$ cat src/rtl/tpu_pkg.sv
// Shared widths and types for the tiny TPU datapath.
package tpu_pkg;

    localparam int DEF_DATA_W = 16;
    localparam int DEF_ACC_W  = 32;

    typedef logic [DEF_DATA_W-1:0] data_t;
    typedef logic [DEF_ACC_W-1:0]  acc_t;

endpackage

$ cat src/rtl/systolic_pe.sv
// Weight-stationary PE: holds w/act/psum and performs psum_out <= psum_in + act_in*w.
// SYSTOLIC_ACC_SATURATE_EN: clamp psum to all-ones on unsigned overflow instead of wrapping.
module systolic_pe
    import tpu_pkg::*;
#(
    parameter int DATA_W = DEF_DATA_W,
    parameter int ACC_W  = DEF_ACC_W
) (
    input  logic              clk,
    input  logic              reset,
    input  logic              load_weight,
    input  logic              valid,
    input  logic [DATA_W-1:0] act_in,
    input  logic [ACC_W-1:0]  psum_in,
    input  logic [DATA_W-1:0] weight_in,
    output logic [DATA_W-1:0] act_out,
    output logic [ACC_W-1:0]  psum_out
);

    logic [DATA_W-1:0]   r_w;
    logic [DATA_W-1:0]   r_act;
    logic [ACC_W-1:0]    r_psum;
    logic [2*DATA_W-1:0] w_prod;
    logic [ACC_W-1:0]    w_psum_next;

    assign w_prod = act_in * r_w;

`ifdef SYSTOLIC_ACC_SATURATE_EN
    logic [ACC_W:0] w_sum;
    assign w_sum       = {1'b0, psum_in} + (ACC_W+1)'(w_prod);
    assign w_psum_next = w_sum[ACC_W] ? '1 : w_sum[ACC_W-1:0];
`else
    assign w_psum_next = psum_in + ACC_W'(w_prod);
`endif

    // Compute uses the pre-load weight when load_weight and valid coincide.
    always_ff @(posedge clk or negedge reset) begin
        if (!reset) begin
            r_w    <= '0;
            r_act  <= '0;
            r_psum <= '0;
        end else begin
            if (load_weight) begin
                r_w <= weight_in;
            end
            if (valid) begin
                r_act  <= act_in;
                r_psum <= w_psum_next;
            end
        end
    end

    assign act_out  = r_act;
    assign psum_out = r_psum;

endmodule

$ cat src/rtl/systolic_array_2x2_ws.sv
// 2x2 weight-stationary systolic array: activations shift right, partial sums flow down.
// SYSTOLIC_ACC_SATURATE_EN (in systolic_pe) selects saturating accumulation.
module systolic_array_2x2_ws
    import tpu_pkg::*;
#(
    parameter int DATA_W = DEF_DATA_W,
    parameter int ACC_W  = DEF_ACC_W
) (
    input  logic              clk,
    input  logic              reset,
    input  logic              load_weight,
    input  logic              valid,
    input  logic [DATA_W-1:0] a_in1,
    input  logic [DATA_W-1:0] a_in2,
    input  logic [DATA_W-1:0] weight1,
    input  logic [DATA_W-1:0] weight2,
    input  logic [DATA_W-1:0] weight3,
    input  logic [DATA_W-1:0] weight4,
    output logic [DATA_W-1:0] a_out1,
    output logic [DATA_W-1:0] a_out2,
    output logic [ACC_W-1:0]  acc_out1,
    output logic [ACC_W-1:0]  acc_out2
);

    logic [DATA_W-1:0] w_act_00;
    logic [DATA_W-1:0] w_act_10;
    logic [ACC_W-1:0]  w_psum_00;
    logic [ACC_W-1:0]  w_psum_01;

    systolic_pe #(.DATA_W(DATA_W), .ACC_W(ACC_W)) u_pe_00 (
        .clk         (clk),
        .reset       (reset),
        .load_weight (load_weight),
        .valid       (valid),
        .act_in      (a_in1),
        .psum_in     ('0),
        .weight_in   (weight1),
        .act_out     (w_act_00),
        .psum_out    (w_psum_00)
    );

    systolic_pe #(.DATA_W(DATA_W), .ACC_W(ACC_W)) u_pe_01 (
        .clk         (clk),
        .reset       (reset),
        .load_weight (load_weight),
        .valid       (valid),
        .act_in      (w_act_00),
        .psum_in     ('0),
        .weight_in   (weight2),
        .act_out     (a_out1),
        .psum_out    (w_psum_01)
    );

    systolic_pe #(.DATA_W(DATA_W), .ACC_W(ACC_W)) u_pe_10 (
        .clk         (clk),
        .reset       (reset),
        .load_weight (load_weight),
        .valid       (valid),
        .act_in      (a_in2),
        .psum_in     (w_psum_00),
        .weight_in   (weight3),
        .act_out     (w_act_10),
        .psum_out    (acc_out1)
    );

    systolic_pe #(.DATA_W(DATA_W), .ACC_W(ACC_W)) u_pe_11 (
        .clk         (clk),
        .reset       (reset),
        .load_weight (load_weight),
        .valid       (valid),
        .act_in      (w_act_10),
        .psum_in     (w_psum_01),
        .weight_in   (weight4),
        .act_out     (a_out2),
        .psum_out    (acc_out2)
    );

endmodule

$ cat config.mk
export PLATFORM = sky130hd
export DESIGN_NAME = systolic_array_2x2_ws
export DESIGN_NICKNAME = d
export VERILOG_FILES = /design/src/rtl/tpu_pkg.sv /design/src/rtl/systolic_pe.sv /design/src/rtl/systolic_array_2x2_ws.sv
export SDC_FILE = /design/constraint.sdc
export NUM_CORES = 2
export LEC_CHECK = 0
export BUFFER_PORTS_ARGS = -buffer_cell sky130_fd_sc_hd__buf_2
export CELL_PAD_IN_SITES_DETAIL_PLACEMENT = 0
export CELL_PAD_IN_SITES_GLOBAL_PLACEMENT = 1
export CORE_ASPECT_RATIO = 0.5
export CORE_UTILIZATION = 50
export CTS_BUF_LIST = sky130_fd_sc_hd__clkbuf_16
export DETAILED_ROUTE_END_ITERATION = 10
export GPL_TIMING_DRIVEN = 1
export PLACE_DENSITY = 0.81
export SETUP_SLACK_MARGIN = 0.02
export SLEW_MARGIN = 40
export SYNTH_ARGS = -nofsm -noshare
export SYNTH_HDL_FRONTEND = slang
export SYNTH_SLANG_ARGS = --single-unit
export TNS_END_PERCENT = 30
$ cat constraint.sdc
create_clock -name clk -period 12 [get_ports clk]
set_input_delay 3.6 -clock clk [delete_from_list [all_inputs] [get_ports clk]]
set_output_delay 3.6 -clock clk [all_outputs]
set_load 0.01 [all_outputs]
==> out/results.ini <==
[drt]
drtAntennaViolNets=0
vias=32700
drtIter0Drc=2391
vias_per_cell=5.39
wl_per_cell_um=19.7
drt_wl_total_um=119000
drt_pass1_iterations=5
drc=0

[setup_path]
startpoint_type=input pin
cp_data_arrival_time_ns=9.73
worstPathRequired_ns=12.53
cp-end-kind=flop
crit_type=input pin to flop
ff2ff_path_depth=21
cp_max_fo=17

[floorplan]
die_w_um=428
dieArea_um2=92200
row_count=77
coreArea_um2=89200
start_util_pct=51.0
num_io_pins=196
die_height_um=215

[clock_tree]
cts.repair.resized=0
hold_buffers=0
cts_tree=yes
cts.sink_count=256
numCtsBuffers=29
cts-root-buf=clkbuf_16
htreeDepth=1
post_cts_buffers=0
clock_latency_ns=0.66
clockBufferDepth=3
cts.clk_slew.worst_paths_ns=0.06

[synth]
yosys.area.top_type=fa_1
syn-num-nets=6173
ys_ff_latch=256
synthCells=4829
synth_top_cell_area_share_pct=36.9
ys_warn_count=0
synth_edf_count=0
ys_seq_area_share_pct=14.1
ys.flop_type=dfrtp_1
ys_types=72
postSynthAreaPerCell_um2=9.41
syn-cell-area_um2=45500
synth_area_leaders=fa_1 (37%), dfrtp_1 (14%), ha_1 (11%), inv_1 (9.0%), and2_1 (6.7%)
postSynth.asyncResetShare_pct=100
synth_top_cells_by_count=inv_1 (1093), fa_1 (838), nand2_1 (643)
yosysMostFrequentCell=inv_1

[run_status]
outcome=completed

[finish]
regArea_um2=6410
syn2layout_area_growth_pct=6.33
fin_cells=6074
multiInputGateArea_um2=34200
fillCellCount=8172
layout-drive-gt1-share_pct=9.70
nNetsFinal=6209

[placement]
io_buffers=195
hpwlAfterDp_um=93900
gp_congestion=0.954
dp_cells=6018

[timing]
worstMarginPinSlew_ns=0.882
finalClockSkew_ns=0.0410
fmax_mhz=109
post-route-period-util_pct=76.6
layout_min_cycle_time_ns=9.20
timing_hold_violations_final=0
maxSlewViolCount=0
rsz0062_at_grt=false
setup_violations=0
relSlewSlack_pct=41.2
setup_tns_ns=0

[min_path]
hold_class=flop to flop
hold_depth=2

[run]
cap_viol_max_count=0

[global_route]
grt_pass1_vias=34300
grt_usage_pct=26.9
grt_pass1_wl_um=195000
grt_max_degree=99
overflow=0
antenna_found_initial=1

[path summary, 6_finish.rpt]
| check | startpoint | slack [ns] | end |
|---|---|---|---|
| min in group asynchronous | reset | 2.88 | u_pe_00.r_w[4] |
| hold reg to reg | u_pe_01.psum_out[12] | 0.50 | u_pe_01.psum_out[12] |
| hold / removal | u_pe_01.psum_out[12] | 0.50 | u_pe_01.psum_out[12] |
| setup reg to reg | u_pe_10.act_out[6] | 5.15 | u_pe_11.psum_out[24] |
| max in group asynchronous | reset | 7.82 | u_pe_10.act_out[2] |
| setup / recovery | a_in2[9] | 2.80 | u_pe_10.psum_out[28] |
[critical path: stages]
cell     delay (ns)
buf_2          0.35
nand2_1        0.14
fa_1           0.51
fa_1           0.60
fa_1           0.46
fa_1           0.55
inv_1          0.06
fa_1           0.49
inv_1          0.05
fa_1           0.57
inv_1          0.08
ha_1           0.36
a21oi_1        0.19
o21ai_0        0.18
o41ai_1        0.68
o311a_1        0.31
o21ai_0        0.12
xor2_1         0.15
mux2_2         0.27
[layout by cell type, fill, tap and decap left out, drive strengths merged, types with 17 or more instances in the layout]
master,count
o21a,17
and3,17
xor2,30
nand2,643
nand3,37
nand4,19
buf,205
clkbuf,29
ha,406
nor2,76
dfrtp,256
xnor2,67
fa,838
mux2,195
and2,487
a21o,59
inv,1102
a21oi,103
o21ai,70
[routing by layer]
metal	part of all wire [%]	routed length, um	GRT usage [%]	up-vias
li1	-	-	-	14700
met1	51	60600	44.2	16800
met2	40	47200	37.3	1102
met3	8.2	9840	4.78	104
met4	1.4	1710	3.47	0
met5	0	0	0	-
[kinds of logic after synthesis]
kind of cell | count (synthesis) | share of synthesized area (%)
buf+inv | 1293 | 10.7
flops | 256 | 14.1
compound gates | 388 | 5.74
fa+ha+maj | 1244 | 48.1
simple gates | 1346 | 14.5
xor+xnor | 97 | 1.87
mux | 205 | 5.05
[registers in the layout, summed over array words and instances, names as in the netlist]
signal / cells
u_pe_10.r_w: 16
u_pe_00.r_w: 16
u_pe_10.act_out: 16
u_pe_01.r_w: 16
u_pe_11.act_out: 16
u_pe_11.psum_out: 32
u_pe_01.psum_out: 32
u_pe_00.psum_out: 32
u_pe_10.psum_out: 32
u_pe_01.act_out: 16
u_pe_11.r_w: 16
u_pe_00.act_out: 16
[area by class of cell]
| cell class | count | area share (%) |
|---|---|---|
| clock inverter | 25 | 0.567 |
| inverter | 1093 | 8.49 |
| timing repair buffer | 205 | 2.35 |
| clock buffer | 29 | 1.50 |
| multi-input combinational | 3280 | 70.8 |
| antenna | 1 | 0.00518 |
| tap | 1185 | 3.07 |
| sequential | 256 | 13.3 |
[metrics by stage]
step	utilization, %	hold slack (ns)	worst slack (ns)	area (um^2)
after floorplan	-	0.443	2.87	45500
after global placement	53.0	0.466	2.28	47300
after detailed placement	53.0	0.478	2.19	47300
after CTS	54.1	0.499	2.90	48300
after global routing	54.2	0.515	2.52	48300
final	54.2	0.496	2.80	48300
Power is left out: the tool's default activity adds up to more than one toggle a clock period on the data nets, which glitch-free logic cannot reach.
